File: src/rtl/iis_stream_ctrl.sv
// iis_stream_ctrl: start/stop sequencer and sample-stream bridge for one iis
// instance. Pushes TX stereo samples into the iis TX FIFO, drains the RX FIFO
// into a one-entry output register, and counts underruns/overruns.
module iis_stream_ctrl #(
  parameter int CLR_CYCLES    = 4,
  parameter int PREFILL       = 2,
  parameter int FLUSH_TIMEOUT = 65535,
  parameter int CNT_W         = 16
) (
  input  logic             clk,
  input  logic             rstn,
  input  logic             start,
  input  logic             stop,
  output logic             busy,
  output logic [2:0]       state_o,
  input  logic             tx_s_valid,
  output logic             tx_s_ready,
  input  logic [31:0]      tx_s_l,
  input  logic [31:0]      tx_s_r,
  output logic             rx_m_valid,
  input  logic             rx_m_ready,
  output logic [31:0]      rx_m_l,
  output logic [31:0]      rx_m_r,
  output logic             tx_data_fill,
  output logic             tx_data_clear,
  output logic [31:0]      tx_data_l,
  output logic [31:0]      tx_data_r,
  input  logic             tx_data_l_full,
  input  logic             tx_data_r_full,
  input  logic             tx_data_l_empty,
  input  logic             tx_data_r_empty,
  output logic             rx_data_drain,
  output logic             rx_data_clear,
  input  logic [31:0]      rx_data_l,
  input  logic [31:0]      rx_data_r,
  input  logic             rx_data_l_empty,
  input  logic             rx_data_r_empty,
  input  logic             rx_data_l_full,
  input  logic             rx_data_r_full,
  output logic             enable_o,
  output logic [CNT_W-1:0] underrun_cnt,
  output logic [CNT_W-1:0] overrun_cnt
);

  typedef enum logic [2:0] {
    S_IDLE    = 3'd0,
    S_CLEAR   = 3'd1,
    S_PREFILL = 3'd2,
    S_RUN     = 3'd3,
    S_FLUSH   = 3'd4
  } state_t;

  localparam int CLR_W = $clog2(CLR_CYCLES + 1);
  localparam int PF_W  = $clog2(PREFILL + 1);
  localparam int FL_W  = $clog2(FLUSH_TIMEOUT + 1);

  state_t          state, state_n;
  logic [CLR_W-1:0] clr_cnt;
  logic [PF_W-1:0]  pf_cnt;
  logic [FL_W-1:0]  fl_cnt;

  logic tx_full_any, tx_both_empty, rx_empty_any, rx_full_any;
  logic tx_fire, rx_pop, rx_consume;
  logic tx_emp_q, rx_full_q;

  assign tx_full_any   = tx_data_l_full | tx_data_r_full;
  assign tx_both_empty = tx_data_l_empty & tx_data_r_empty;
  assign rx_empty_any  = rx_data_l_empty | rx_data_r_empty;
  assign rx_full_any   = rx_data_l_full | rx_data_r_full;

  // Push gating: ready is suppressed while the fill pulse is high, which
  // caps the push rate at one sample every two cycles.
  assign tx_s_ready = ((state == S_PREFILL) || (state == S_RUN)) &&
                      !tx_full_any && !tx_data_fill;
  assign tx_fire    = tx_s_valid & tx_s_ready;

  assign rx_consume = rx_m_valid & rx_m_ready;
  assign rx_pop     = ((state == S_RUN) || (state == S_FLUSH)) && !rx_empty_any &&
                      !rx_data_drain && (!rx_m_valid || rx_consume);

  assign busy          = (state != S_IDLE);
  assign state_o       = state;
  assign enable_o      = (state == S_RUN) || (state == S_FLUSH);
  assign tx_data_clear = (state == S_IDLE) || (state == S_CLEAR);
  assign rx_data_clear = (state == S_IDLE) || (state == S_CLEAR);

  // State register
  always_ff @(posedge clk or negedge rstn) begin
    if (!rstn) state <= S_IDLE;
    else       state <= state_n;
  end

  // Next-state: stop always beats start; FLUSH ends on drained TX or timeout
  always_comb begin
    state_n = state;
    case (state)
      S_IDLE:    if (start && !stop) state_n = S_CLEAR;
      S_CLEAR: begin
        if (stop)                                   state_n = S_IDLE;
        else if (clr_cnt == CLR_W'(CLR_CYCLES - 1)) state_n = S_PREFILL;
      end
      S_PREFILL: begin
        if (stop)                                   state_n = S_IDLE;
        else if (tx_full_any ||
                 (tx_fire && pf_cnt == PF_W'(PREFILL - 1)))
                                                    state_n = S_RUN;
      end
      S_RUN:     if (stop) state_n = S_FLUSH;
      S_FLUSH: begin
        if (tx_both_empty || fl_cnt == FL_W'(FLUSH_TIMEOUT - 1)) state_n = S_IDLE;
      end
      default:   state_n = S_IDLE;
    endcase
  end

  // Sequencing counters: clear length, prefill pushes, flush duration
  always_ff @(posedge clk or negedge rstn) begin
    if (!rstn) begin
      clr_cnt <= '0;
      pf_cnt  <= '0;
      fl_cnt  <= '0;
    end else begin
      if (state == S_CLEAR) clr_cnt <= clr_cnt + 1'b1;
      else                  clr_cnt <= '0;
      if (state == S_IDLE)  pf_cnt <= '0;
      else if (state == S_PREFILL && tx_fire) pf_cnt <= pf_cnt + 1'b1;
      if (state == S_FLUSH) fl_cnt <= fl_cnt + 1'b1;
      else                  fl_cnt <= '0;
    end
  end

  // TX push: register sample and pulse fill in the same cycle
  always_ff @(posedge clk or negedge rstn) begin
    if (!rstn) begin
      tx_data_fill <= 1'b0;
      tx_data_l    <= '0;
      tx_data_r    <= '0;
    end else begin
      tx_data_fill <= tx_fire;
      if (tx_fire) begin
        tx_data_l <= tx_s_l;
        tx_data_r <= tx_s_r;
      end
    end
  end

  // RX pop into a one-entry output register; contents dropped on IDLE entry
  always_ff @(posedge clk or negedge rstn) begin
    if (!rstn) begin
      rx_data_drain <= 1'b0;
      rx_m_valid    <= 1'b0;
      rx_m_l        <= '0;
      rx_m_r        <= '0;
    end else begin
      rx_data_drain <= rx_pop;
      if (rx_pop) begin
        rx_m_l <= rx_data_l;
        rx_m_r <= rx_data_r;
      end
      if (state_n == S_IDLE) rx_m_valid <= 1'b0;
      else if (rx_pop)       rx_m_valid <= 1'b1;
      else if (rx_consume)   rx_m_valid <= 1'b0;
    end
  end

  // Underrun/overrun edge counters: saturating, cleared only by start
  always_ff @(posedge clk or negedge rstn) begin
    if (!rstn) begin
      tx_emp_q     <= 1'b0;
      rx_full_q    <= 1'b0;
      underrun_cnt <= '0;
      overrun_cnt  <= '0;
    end else begin
      tx_emp_q  <= tx_both_empty;
      rx_full_q <= rx_full_any;
      if (state == S_IDLE && start && !stop) begin
        underrun_cnt <= '0;
        overrun_cnt  <= '0;
      end else begin
        if (state == S_RUN && tx_both_empty && !tx_emp_q && underrun_cnt != '1)
          underrun_cnt <= underrun_cnt + 1'b1;
        if ((state == S_RUN || state == S_FLUSH) && rx_full_any && !rx_full_q &&
            overrun_cnt != '1)
          overrun_cnt <= overrun_cnt + 1'b1;
      end
    end
  end

endmodule

File: config.mk
export PLATFORM = sky130hd
export DESIGN_NAME = iis_stream_ctrl
export DESIGN_NICKNAME = d
export VERILOG_FILES = /design/src/rtl/iis_stream_ctrl.sv
export SDC_FILE = /design/constraint.sdc
export NUM_CORES = 1
export LEC_CHECK = 0
export CORE_MARGIN = 4
export CORE_UTILIZATION = 48
export DETAILED_ROUTE_END_ITERATION = 8
export GPL_TIMING_DRIVEN = 0
export PLACE_DENSITY = 0.95
export REMOVE_ABC_BUFFERS = 1
export SYNTH_ARGS = -nofsm -noshare
export SYNTH_HDL_FRONTEND = slang
export SYNTH_SLANG_ARGS = --single-unit
File: constraint.sdc
create_clock -name clk -period 7.08 [get_ports clk]
set_clock_uncertainty 0.15 [all_clocks]
set_input_delay 0.708 -clock clk [delete_from_list [all_inputs] [get_ports clk]]
set_output_delay 0.708 -clock clk [all_outputs]
set_load 0.005 [all_outputs]
==> results of run 1 <==
==> Yosys cell counts, drive strengths merged (2+ instances only) <==
library cell and number:
a211oi 5, or2 2, o211a 4, a21oi 19, nand4 18, o31ai 7
inv 15, ha 7, and4 10, nor2 23, xor2 12, a31oi 2
o41ai 3, and3b 2, or3 4, nor4 3, nor2b 2, and2 5
or3b 2, nand2 31, dfrtp 189, a2111o 2, nor3b 2, nor3 3
mux2 128, nand2b 6, o21ai 8, or4 8, buf 14, o311ai 4
and3 6, o211ai 4, mux2i 14, clkbuf 22, o2111ai 3, nand3 18
==> critical path, delay by kind of cell, from the launching register on <==
family / cells / cell delay, ps
buffers and inverters: 1 / 550
flip-flops: 1 / 520
AND/OR/NAND/NOR: 2 / 900
==> metal layers <==
layer | track usage (%) | part of all wire [%] | vias up
met2 | 42.1 | 52 | 287
met1 | 26.1 | 36 | 3054
met5 | 0 | 0 | -
met3 | 7.99 | 8.3 | 47
met4 | 8.75 | 3.3 | 0
li1 | - | - | 2856
==> power groups by stage <==
stage          clock, W  sequential (W)  combinational, W
2_1_floorplan         0         0.00138          0.000285
3_3_place_gp          0         0.00137          0.000783
3_5_place_dp          0         0.00138          0.000799
4_1_cts        0.000978         0.00137          0.000804
5_1_grt         0.00102         0.00139          0.000851
6_report       0.000959         0.00137          0.000790
==> through the flow <==
step           power, W  hold slack (ps)  util, %
2_1_floorplan   0.00166              259        -
3_3_place_gp    0.00216              270     68.5
3_5_place_dp    0.00218              323     69.1
4_1_cts         0.00315              190     72.5
5_1_grt         0.00326              223     72.6
6_report        0.00312              173     72.6
==> cells by family (layout without fill, tap and decap cells) <==
group	after synthesis	count (layout)	share of synthesized area, %
AO/OA/AOI/OAI	69	69	6.13
other	0	1	0
adder cells (fa/ha/maj)	7	7	1.06
buffers and inverters	51	361	3.01
XOR/XNOR	13	13	1.38
AND/OR/NAND/NOR	148	148	9.91
flip-flops	189	189	57.2
multiplexers	142	142	21.3
==> sequential cells by signal, indices dropped and copies added, names as in the netlist <==
register,flops
overrun_cnt,16
rx_data_drain,1
tx_data_l,32
rx_m_l,32
rx_m_valid,1
tx_data_r,32
state_o,3
rx_m_r,32
tx_emp_q,1
underrun_cnt,16
pf_cnt,2
fl_cnt,16
tx_data_fill,1
clr_cnt,3
rx_full_q,1
==> cell type report <==
cell class                      count  area (um2)
Multi-Input combinational cell    379        3310
Clock inverter                     11         135
Clock buffer                       20         447
Timing Repair Buffer              315        3200
Fill cell                        1117        4600
Tap cell                          220         275
Antenna cell                        1        2.50
Sequential cell                   189        4730
Inverter                           15        56.3
==> path summary, 6_finish.rpt <==
path / to / slack (ps) / cells after the start
worst max register to register: rx_m_l[17] / 4070 / 5
worst min register to register: clr_cnt[0] / 310 / 1
max in group asynchronous: rx_m_r[16] / 5690 / 2
worst max-delay path: enable_o / 3830 / 3
min in group clk: clr_cnt[0] / 310 / 1
worst min-delay path: underrun_cnt[14] / 170 / 1
==> run metrics, run 1 <==
count of cell types in the netlist 54; WL per Instance 20.0 um; post-CTS sizing 0; number of global-route vias before repair 6735; global-route wire length before repair 36600 um; number of flops mapped to enable cells by yosys 0; Routed WL 23000 um; Worst Setup End Kind output pin; post-synth top area share 57.2%; setup ws final 3830 ps; via count 6244; Iter 0 DRT Violations 259; Post-CTS Repair Setup Buffers 0; P_sw 0.000794 W; CP max stage delay 730 ps; IO Pins 313; Routability Congestion 0.828; Tmin final 3250 ps; Worst slew margin 20.5%; final worst path period share 45.9%; Post-CTS Hold Buffers 0; ys flop type dfrtp_1; clk sinks 189; r2r startpoint state_o[0]; port bufs 312; # rows 47; Reg power frac 43.9%; Setup violations, final 0; root buffer cell clkbuf_16; DRC Markers 0; vias per cell 5.43; number of CTS-inserted buffers 17; Total Die Area 0.0194 mm2; cells taking the most area after synthesis dfrtp_1 57%, mux2_2 11%, mux2_4 8.9%, mux2i_1 1.7%, nand2_1 1.4%; finished layout cell area 0.0122 mm2; Worst Hold Class primary input to asynchronous set/reset pin; maximum root-to-sink buffer count 2; critical path arrival 2390 ps; largest net degree at the start of global routing 100; CORE AREA 0.0168 mm2; yosys warns 0; Syn Inst Count 619; #FFs+latches synth 189; area grow syn2layout 47.0%; clk_lat worst skew 430 ps; crit path from state_o[0]; worst vdd ir 0.193 mV; most frequent cells in the layout 311 x clkdlybuf4s50_1, 189 x dfrtp_1, 79 x mux2_2, 49 x mux2_4, 31 x nand2_1; most common cell after layout, fill and taps aside clkdlybuf4s50_1; Overflow after GRT 0; setup total negative slack 0 ps; dpl ws 4040 ps; fin cells 1150; crit path kind register to output pin; Slowest-stage cell, CP or3b_1; share of total power in combinational logic 25.3%; sequential fraction of the synthesis area 57.2%; max capacitance violation total 0; post-placement cell count 1118; CTS tree done; Chip Width 139 um; Fin. Hold Viols 0; sw frac 25.5%; Syn Area/Cell 13.4 um2; Critical Path Start Type register; Clock transition at path regs 70 ps; Cell Area, Synth 0.00827 mm2; unrepaired setup endpoints after global routing false; post-DP HPWL 17000 um; run status completed; final slew viol count 0; initial antenna violation count 1; Area after DPL 0.0116 mm2; Clock Power Share 30.7%; P_int 0.00232 W; Initial Util 49.4%; All-Layer GR Usage 23.6%; worst-path cell chain or3b_1 -> nand2_1 -> clkdlybuf4s50_1; asr flop ratio synth 100%; post-route ant nets 0; layout cells sized above 1 18.0%; Least-Margin Pin Slew 1180 ps; CTS H-tree lvls 4; Initial DRT Pass Iterations 5; Pleak 5.53 nW; NumNets Final 1066; Fmax 0.308 GHz; pwr/cell area 256 mW/mm2; Yosys top cell by area dfrtp_1; worst-path fanout max 19; WP data required 6220 ps; Die Y 139 um
Power figures use the tool's default switching activity.
==> inputs of run 2 (changes only) <==
- CORE_UTILIZATION: 48 -> 44
- PLACE_DENSITY: 0.95 -> 0.91
- clock period: 7.08 -> 3.34 ns (I/O delays scaled with it)
==> run 2 against run 1 <==
Compared with the run above:
- setup slack worse by 3500 ps
- flip-flop and latch count unchanged
- highest routed layer unchanged
- wire length down 0.49%
- count of clock-buffer cells in the layout down 1
- largest power group unchanged
- first-iteration DRC count up 17%
- utilization down 5.6 points
- final cell count up 0.96%
==> run metrics, run 2 (synthesis results as in run 1) <==
run status completed; Overflow after GRT 0 (unchanged); post-DP HPWL 17100 um (+0.46%); Worst slew margin 22.0% (+1.5 points); Die Y 145 um (+4.2%); Slowest-stage cell, CP or3b_1; Initial Util 45.4% (-3.9 points); DRC Markers 0 (unchanged); initial antenna violation count 1 (unchanged); clk sinks 189 (unchanged); final worst path period share 90.3%; global-route wire length before repair 36400 um (-0.60%); largest net degree at the start of global routing 119 (+19%); Reg2Reg Setup Slack 330 ps (-3740 ps); root buffer cell clkbuf_16; most common cell after layout, fill and taps aside clkdlybuf4s50_1; All-Layer GR Usage 21.6% (-2.0 points); pwr/cell area 542 mW/mm2 (+110%); unrepaired setup endpoints after global routing false; NumNets Final 1067 (+0.094%); Pleak 5.53 nW (about the same); worst-path cell chain or3b_1 -> a2111oi_4 -> nand2b_4 -> buf_16 -> mux2_4; Worst Setup End Kind register; Initial DRT Pass Iterations 5 (unchanged); port bufs 312 (unchanged); reg2reg end rx_m_l[15]; Post-CTS Repair Setup Buffers 0 (unchanged); post-route ant nets 0 (unchanged); IO Pins 313 (unchanged); vias per cell 5.31 (-2.2%); area grow syn2layout 47.5%; Worst Hold Class primary input to asynchronous set/reset pin; CTS H-tree lvls 4 (unchanged); Least-Margin Pin Slew 1160 ps (-22.3 ps); worst vdd ir 0.462 mV (+140%); worst-path fanout max 55 (+36); Chip Width 145 um (+4.2%); CORE AREA 0.0182 mm2 (+8.6%); critical path arrival 3160 ps (+770 ps); via count 6168 (-1.2%); final slew viol count 0 (unchanged); number of global-route vias before repair 6600 (-2.0%); most frequent cells in the layout 311 x clkdlybuf4s50_1, 189 x dfrtp_1, 79 x mux2_2, 49 x mux2_4, 31 x nand2_1; Fmax 0.332 GHz; CTS tree done; layout cells sized above 1 18.2% (+0.18 points); Fin. Hold Viols 0 (unchanged); crit path kind register to register; CP max stage delay 710 ps (-20 ps); WL per Instance 19.7 um (-1.4%); Critical Path Start Type register; Setup violations, final 0 (unchanged); setup ws final 325 ps (-3510 ps); maximum root-to-sink buffer count 2 (unchanged); Total Die Area 0.0211 mm2 (+8.6%); Tmin final 3010 ps; dpl ws 338 ps (-3700 ps); r2r startpoint state_o[0]; WP data required 3490 ps (-2730 ps); Pwr Total 0.00661 W (+110%); Clock transition at path regs 80 ps (about the same); clk_lat worst skew 420 ps (about the same); number of CTS-inserted buffers 17 (unchanged); Routed WL 22900 um (-0.49%); # rows 49 (+4.3%); Iter 0 DRT Violations 303 (+17%); R2R depth 5 (unchanged); Routability Congestion 0.816 (-1.4%); max capacitance violation total 0 (unchanged)
[run 2: cell count changes in the layout (fill, tap and decap cells not counted), moves of 2 or more]
cell	previous run	this run
clkinv_4	5	2
clkinv_8	0	2
clkinvlp_4	0	3
inv_8	0	3
[run 2: worst max-delay path, delay by kind of cell (launching register included)]
kind	cells	cell delay (ps)
simple gates	2	960
flops	1	530
mux	1	350
buf+inv	1	290
compound gates	1	540
[run 2: cell type report]
type	count	area [um2]
fillers	1300	6010
flip-flops and latches	189	4730
multi-input cells	379	3310
repair buffers	316	3210
clock buffers	19	443
well taps	229	287
clock inverters	13	154
inverters	15	56.3
diodes	1	2.50
[run 2: power breakdown]
group | leakage [nW] | internal, W | switching, W | total, W
clock | 0.282 | 0.00108 | 0.000952 | 0.00204
combinational | 2.77 | 0.00114 | 0.000519 | 0.00166
sequential | 2.47 | 0.00265 | 0.000262 | 0.00291
total | 5.53 | 0.00488 | 0.00173 | 0.00661
[run 2: repair_timing]
action / CTS / global route
resized for setup: 0 / 0
hold endpoints to repair: 71 / 0
hold buffers: 1 / 0
setup endpoints to repair: 0 / 0
[run 2: metrics by stage]
step           utilization, %  hold slack [ps]  instance area [um2]  instances  setup TNS (ps)
2_1_floorplan               -             -112                 8080        583          -55790
3_3_place_gp             63.1              270                11500       1124        -1346500
4_1_cts                  67.0              324                12200       1160               0
5_1_grt                  67.0              328                12200       1161               0
3_5_place_dp             63.6              180                11600       1127               0
6_report                 67.0              313                12200       1161               0
[run 2: routing by layer]
metal | up-vias | part of all wire, % | global-route usage [%]
met4 | 0 | 1.9 | 6.27
li1 | 2850 | - | -
met3 | 31 | 7.7 | 7.58
met1 | 3063 | 38 | 25.1
met5 | - | 0 | 0
met2 | 224 | 52 | 37.9
[run 2: worst max-delay path by stage]
stage / end / from / slack [ps]
floorplan: rx_m_l[31] / state_o[0] / -870
global placement: underrun_cnt[8] / rstn / -6100
CTS: rx_m_l[15] / state_o[0] / 320
detailed placement: rx_m_l[25] / state_o[0] / 340
global route: rx_m_l[15] / state_o[0] / 220
finish: rx_m_l[15] / state_o[0] / 330
